[src/rtl/sar_search_pkg.sv]
// Shared types and helpers for the SAR magnitude search controller.
package sar_search_pkg;

    // Default trial width; the bounds carry one extra bit so they can go negative.
    localparam int SAR_WIDTH   = 4;
    localparam int SAR_BOUND_W = SAR_WIDTH + 1;

    typedef enum logic [1:0] {
        IDLE = 2'd0,
        EVAL = 2'd1,
        DONE = 2'd2
    } sarState_t;

    // Midpoint of the current search window; callers guarantee low <= high and low >= 0.
    function automatic int midpoint(input int low, input int high);
        return (low + high) >>> 1;
    endfunction

endpackage

[src/rtl/sar_magnitude_search.sv]
// Binary-search controller that drives trial values into a magnitude comparator
// and converges on the comparator's unknown A input, one compare per clock.
module sar_magnitude_search
    import sar_search_pkg::*;
#(
    parameter int WIDTH = SAR_WIDTH
) (
    input  logic             clk,
    input  logic             rst_n,
    input  logic             start,
    output logic [WIDTH-1:0] trial,
    input  logic             cmp_greater,
    input  logic             cmp_equal,
    input  logic             cmp_less,
    output logic             busy,
    output logic             done,
    output logic             found,
    output logic             err,
    output logic [WIDTH-1:0] result
);

    // Bound registers are one bit wider and signed so trial-1 at trial=0 reads as -1.
    localparam int BW = WIDTH + 1;

    localparam logic signed [BW-1:0] BOUND_ONE  = $signed({{WIDTH{1'b0}}, 1'b1});
    localparam logic signed [BW-1:0] BOUND_MAX  = $signed({1'b0, {WIDTH{1'b1}}});
    localparam logic [WIDTH-1:0]     FIRST_TRY  = WIDTH'(midpoint(0, (1 << WIDTH) - 1));

    sarState_t               r_state;
    logic [WIDTH-1:0]        r_trial;
    logic [WIDTH-1:0]        r_result;
    logic                    r_busy;
    logic                    r_done;
    logic                    r_found;
    logic                    r_err;
    logic signed [BW-1:0]    r_low;
    logic signed [BW-1:0]    r_high;

    logic                    w_oneHot;
    logic signed [BW-1:0]    w_trialExt;
    logic signed [BW-1:0]    w_stepLow;
    logic signed [BW-1:0]    w_stepHigh;
    logic                    w_empty;
    logic [WIDTH-1:0]        w_mid;

    // Work out the narrowed window and the next trial that a greater/less answer would give.
    always_comb begin
        w_oneHot   = ({cmp_greater, cmp_equal, cmp_less} == 3'b100) ||
                     ({cmp_greater, cmp_equal, cmp_less} == 3'b010) ||
                     ({cmp_greater, cmp_equal, cmp_less} == 3'b001);
        w_trialExt = $signed({1'b0, r_trial});
        w_stepLow  = r_low;
        w_stepHigh = r_high;
        if (cmp_greater) begin
            w_stepLow = w_trialExt + BOUND_ONE;
        end
        if (cmp_less) begin
            w_stepHigh = w_trialExt - BOUND_ONE;
        end
        w_empty = (w_stepLow > w_stepHigh);
        w_mid   = '0;
        if (!w_empty) begin
            w_mid = WIDTH'(midpoint(int'(w_stepLow), int'(w_stepHigh)));
        end
    end

    // Search FSM with all outputs registered; done is a single-cycle pulse in DONE.
    always_ff @(posedge clk) begin
        if (!rst_n) begin
            r_state  <= IDLE;
            r_trial  <= '0;
            r_result <= '0;
            r_busy   <= 1'b0;
            r_done   <= 1'b0;
            r_found  <= 1'b0;
            r_err    <= 1'b0;
            r_low    <= '0;
            r_high   <= '0;
        end else begin
            case (r_state)
                IDLE: begin
                    r_done <= 1'b0;
                    if (start) begin
                        r_state  <= EVAL;
                        r_busy   <= 1'b1;
                        r_low    <= '0;
                        r_high   <= BOUND_MAX;
                        r_trial  <= FIRST_TRY;
                        r_found  <= 1'b0;
                        r_err    <= 1'b0;
                        r_result <= '0;
                    end
                end

                EVAL: begin
                    if (!w_oneHot) begin
                        r_state  <= DONE;
                        r_busy   <= 1'b0;
                        r_done   <= 1'b1;
                        r_err    <= 1'b1;
                        r_found  <= 1'b0;
                        r_result <= '0;
                    end else if (cmp_equal) begin
                        r_state  <= DONE;
                        r_busy   <= 1'b0;
                        r_done   <= 1'b1;
                        r_found  <= 1'b1;
                        r_err    <= 1'b0;
                        r_result <= r_trial;
                    end else begin
                        r_low  <= w_stepLow;
                        r_high <= w_stepHigh;
                        if (w_empty) begin
                            r_state  <= DONE;
                            r_busy   <= 1'b0;
                            r_done   <= 1'b1;
                            r_found  <= 1'b0;
                            r_err    <= 1'b0;
                            r_result <= '0;
                        end else begin
                            r_trial <= w_mid;
                        end
                    end
                end

                DONE: begin
                    r_state <= IDLE;
                    r_done  <= 1'b0;
                    r_busy  <= 1'b0;
                end

                default: begin
                    r_state <= IDLE;
                    r_busy  <= 1'b0;
                    r_done  <= 1'b0;
                end
            endcase
        end
    end

    assign trial  = r_trial;
    assign result = r_result;
    assign busy   = r_busy;
    assign done   = r_done;
    assign found  = r_found;
    assign err    = r_err;

endmodule

[config.mk]
export PLATFORM = sky130hd
export DESIGN_NAME = sar_magnitude_search
export DESIGN_NICKNAME = d
export VERILOG_FILES = /design/src/rtl/sar_search_pkg.sv /design/src/rtl/sar_magnitude_search.sv
export SDC_FILE = /design/constraint.sdc
export NUM_CORES = 1
export LEC_CHECK = 0
export ABC_AREA = 1
export CAP_MARGIN = 0
export CORE_UTILIZATION = 60
export DETAILED_ROUTE_END_ITERATION = 16
export PLACE_DENSITY = 0.85
export SLEW_MARGIN = 20
export SYNTH_ARGS = -nofsm -noshare
export SYNTH_HDL_FRONTEND = slang
export SYNTH_SLANG_ARGS = --single-unit
[constraint.sdc]
create_clock -name clk -period 6.83 [get_ports clk]
set_input_delay 2.049 -clock clk [delete_from_list [all_inputs] [get_ports clk]]
set_output_delay 2.049 -clock clk [all_outputs]
set_load 0.02 [all_outputs]
-- After elaboration in Yosys (flattened, before gate mapping)
Index checks and enable logic that the tools add are counted.
- flip-flop bits (word level): 24
- bits of input ports: 6
- output and inout bits: 12
- logic and storage cells: 71
- add/sub/neg operators: 3
- order comparisons: 1
- eq/ne operators: 10
- multiplexer cells: 39
- reduce and logical (&&, ||, !) cells: 9
- operators by type and width (cell ; count):
    two-way mux 5 bit ; 8
    two-way mux 4 bit ; 8
    case mux 5 bit (2 select lines) ; 2
    case mux 4 bit (2 select lines) ; 2
    two-way mux 1 bit ; 11
    two-way mux 2 bit ; 4
    != test 2 bit, second input constant ; 4
    case mux 1 bit (2 select lines) ; 3
    adder 4 x 1 -> 5 bit, second input constant ; 1
    adder 5 bit ; 1
    greater-than comparator 5 bit ; 1
    AND reduction 5 bit ; 1
    subtractor 4 x 1 -> 5 bit, second input constant ; 1
    != test 4 bit, second input constant ; 1
    case mux 2 bit (2 select lines) ; 1
    AND reduction 2 bit ; 2
    AND reduction 4 bit ; 1
    == test 3 x 1 -> 1 bit, second input constant ; 1
    == test 3 x 2 -> 1 bit, second input constant ; 1
    == test 3 bit, second input constant ; 1
    != test 3 x 2 -> 1 bit, second input constant ; 1
    AND reduction 3 bit ; 1
    == test 2 x 1 -> 1 bit, second input constant ; 1
    logical NOT 2 bit ; 1
    other kinds (2) ; 3

-- Longest topological paths before layout
- word-level depth: 7
- depth in mapped cells: 18
- depth with buffers taken out: 18

-- Worst setup path after synthesis
OpenSTA, ideal clock, no wires.
- path kind: input to register
- from: in cmp_greater
- to: reg r_trial[3] (netlist: trial[3])
- library setup time: 0.111 ns
- data arrival time: 3.605 ns
- required time: 6.719 ns
- path slack: 3.114 ns
- stages on the path: 14
- buffers on the path: 1
- cells stage by stage: buf_6 > o21ai_0 > o21ai_0 > ha_1 > nor2_1 > nand4_1 > nand2_1 > a21oi_1 > nand2_2 > nand3_4 > nand2_2 > inv_2 > nor2_1 > nor2_1
- cells in the longest elaborated chain, start to end: 6
- elaborated cells on any way between the ends: 15
- classes of those cells: add/sub (1); order compare (1); eq/ne (5); mux (5); reduce/logical (3)
- RTL lines (item ; line ; source):
    from (decl) ; sar_magnitude_search.sv:12 ; input logic cmp_greater,
    two-way mux 5 bit ; sar_magnitude_search.sv:54 ; if (cmp_greater) begin
    adder 5 bit ; sar_search_pkg.sv:16 ; return (low + high) >>> 1;
    two-way mux 4 bit ; sar_magnitude_search.sv:113 ; if (w_empty) begin
    two-way mux 4 bit ; sar_magnitude_search.sv:103 ; end else if (cmp_equal) begin
    two-way mux 4 bit ; sar_magnitude_search.sv:96 ; if (!w_oneHot) begin
    case mux 4 bit (2 select lines) ; sar_magnitude_search.sv:80 ; case (r_state)
    to (signal assigned) ; sar_magnitude_search.sv:121 ; r_trial <= w_mid;
    to (decl) ; sar_magnitude_search.sv:30 ; logic [WIDTH-1:0] r_trial;
Parallel ways exist; a longest one is shown, timed or not. The select of a mux whose other input is x is not followed.
A chain may end at the register's enable or synchronous reset.

-- Worst setup path in the final report
Same ends and word-level chain as after synthesis.

==> impl_metrics.json <==
{
  "skew_ns": 0.005060,
  "synthesis.nets": 229,
  "fillerInstances": 213,
  "yosys_warnings": 0,
  "reg2regPathDepth": 17,
  "netlist.area_leader.share": 0.2951,
  "fmax_mhz": 227.2,
  "dieArea_mm2": 0.002808,
  "yosys-top-cells-area": "dfxtp_1 (30%), nand2_1 (8.7%), ha_1 (8.0%), inv_1 (7.2%), o21ai_0 (5.8%)",
  "worstPathRequired_ns": 7.07,
  "fin_crit_ns": 4.401,
  "wl_per_cell_um": 12.78,
  "htree_levels": 1,
  "rsz0062_at_grt": "false",
  "p_leak_nw": 0.7578,
  "drtPass1Iterations": 4,
  "status": "completed",
  "gp_congestion": 0.9911,
  "max-cap-violations": 0,
  "hpwl_um": 2621,
  "io_buffers": 17,
  "worstSetupEndpointType": "flip-flop",
  "diodes": 0,
  "grt_pass1_vias": 1187,
  "io_pins": 18,
  "syn-cell-area_mm2": 0.001560,
  "grt_pass1_wl_um": 5457,
  "hp-start": "result[1]",
  "postCtsHoldBufs": 0,
  "ys_seq_area_frac": 0.2951,
  "wl_um": 3311,
  "rows": 18,
  "cts_resized": 0,
  "clk_latency_ns": 0.32,
  "critPathKind": "in2reg",
  "avgViaCountPerCell": 5.467,
  "finalSetupTns_ns": 0,
  "slew_viol_final": 0,
  "nNetsFinal": 247,
  "worstMarginPinSlew_ns": 0.6522,
  "yosysUniqueCellTypes": 33,
  "cts_root_buf": "clkbuf_4",
  "finalSetupViolCount": 0,
  "antenna_found_initial": 0,
  "synth_top_cell_by_area": "dfxtp_1",
  "worst-path-max-fanout": 9,
  "cts_buffer_depth": 2,
  "startpoint_type": "input port",
  "min_period_over_period": 0.6443,
  "post-cts-setup-buffers": 0,
  "maxSlewHeadroom": 0.5647,
  "hold_path_class": "reg2reg",
  "cts_sinks": 23,
  "route.vias.total": 1416,
  "final_hold_viol_count": 0,
  "reg2reg_slack_ns": 4.12,
  "core_area_mm2": 0.002477,
  "reg2reg_to": "trial[3]",
  "placed_cells_incl_taps": 255,
  "drc_errors": 0,
  "area_growth_pct": 13.15,
  "initial_core_util": 0.6298,
  "final_cells": 259,
  "cts.reportedPaths.clkPinSlew_ns": 0.13,
  "ir_drop_mv": 0.1650,
  "grt_max_degree": 16,
  "die_h_um": 53.00,
  "postRouteAntennaNets": 0,
  "holdPathEnd": "result[1]",
  "die_w_um": 53.00,
  "crit_arrival_ns": 4.64,
  "cts_tree": "built",
  "drive_above_1_share": 0.1878,
  "drt-initial-drc-count": 35,
  "track_usage": 0.2697,
  "grt-ovfl-total": 0,
  "synth_cells": 212,
  "postSynthAreaPerCell_um2": 7.360,
  "hold_path_depth": 2,
  "rr_startpoint": "trial[0]",
  "numCtsBuffers": 3,
  "synth_seq_cells": 23,
  "p_per_area_mw_per_mm2": 194.1
}
## worst max-delay path by stage
| stage | startpoint | endpoint | slack, ns | cells past startpoint |
|---|---|---|---|---|
| floorplan | cmp_greater | trial[3] | 3.11 | 14 |
| global placement | cmp_greater | err | 2.14 | 14 |
| detailed placement | cmp_greater | trial[3] | 2.13 | 14 |
| CTS | cmp_greater | trial[3] | 2.44 | 14 |
| global route | cmp_greater | trial[3] | 2.24 | 14 |
| finish | cmp_greater | trial[3] | 2.43 | 14 |
## critical path, stage by stage
cell	delay, ns
clkdlybuf4s50_1	0.71
o21ai_0	0.14
o21ai_0	0.43
ha_1	0.36
nor2_1	0.17
nand3_1	0.10
nor2_1	0.10
a21oi_1	0.06
nand2_2	0.10
nand3_4	0.11
nand2_2	0.10
inv_2	0.06
nor2_1	0.10
nor2_1	0.05
## flip-flops by register name (all words and copies together) (netlist names)
| register | flops |
|---|---|
| trial | 4 |
| r_state | 1 |
| done | 1 |
| r_low | 5 |
| found | 1 |
| busy | 1 |
| err | 1 |
| result | 4 |
| r_high | 5 |
## power by group
group          internal (mW)  total (mW)  switching (mW)  leakage, nW
Sequential             0.143       0.151         0.00826        0.189
Clock                 0.0220      0.0660          0.0441       0.0177
Combinational         0.0455       0.125          0.0799        0.552
## layer usage
layer | vias up | global-route usage | routed length (um)
li1 | 713 | - | -
met1 | 642 | 0.3638 | 1482
met2 | 54 | 0.4409 | 1531
met3 | 7 | 0.04598 | 242
met4 | 0 | 0.06579 | 54
met5 | - | 0 | 0
## cells in the final DEF, fill, tap and decap left out, types with 6 or more instances in the layout
cell,netlist,final
nand2_1,36,36
inv_1,30,30
dfxtp_1,23,23
o21ai_0,18,18
nor2_1,17,17
clkdlybuf4s50_1,0,17
nand2_2,13,13
a21oi_1,13,13
ha_1,10,10
nand3_1,9,9
inv_2,6,6
a21oi_2,6,6
## stage by stage
stage | cell area [um2] | hold slack [ns] | power (mW) | setup WS (ns) | utilization
floorplan | 1560 | 0.4404 | 0.2469 | 3.114 | -
finish | 1765 | 0.4732 | 0.3427 | 2.429 | 0.7126
CTS | 1765 | 0.4766 | 0.3421 | 2.443 | 0.7126
detailed placement | 1738 | 0.4555 | 0.2784 | 2.128 | 0.7015
global placement | 1738 | 0.4523 | 0.2767 | 2.139 | 0.7015
global route | 1765 | 0.4880 | 0.3648 | 2.235 | 0.7126
## cell families (layout without fill, tap and decap cells)
kind of cell,count (synthesis),in the layout,share of synthesized area
and+or+nand+nor,89,89,0.3071
adders and majority gates,11,11,0.09302
buffers and inverters,41,58,0.1083
AOI/OAI and AO/OA,46,46,0.1853
DFF,23,23,0.2951
xor gates and xnor gates,2,2,0.01123
## final cells by class
type	instances	area (um2)	share of cell area
clock buffer	3	22.52	0.01276
multi-input combinational	148	930.9	0.5273
timing repair buffer	17	170.2	0.09639
tap	30	37.54	0.02126
clock inverter	1	5.005	0.002835
inverter	37	138.9	0.07867
sequential	23	460.4	0.2608
## synth_stat cells, drive strengths merged
library cell   n
buf            2
o21ai         18
nand3         11
a32o           1
inv           36
xor2           1
nand2         50
clkinv         1
a211oi         3
nand3b         1
xnor2          1
a31oi          3
nor2          22
dfxtp         23
o21a           1
nor3           4
clkbuf         2
a21oi         19
nand4          1
ha            10
fa             1
o21bai         1
No activity file was read; power rests on OpenSTA's default activity.
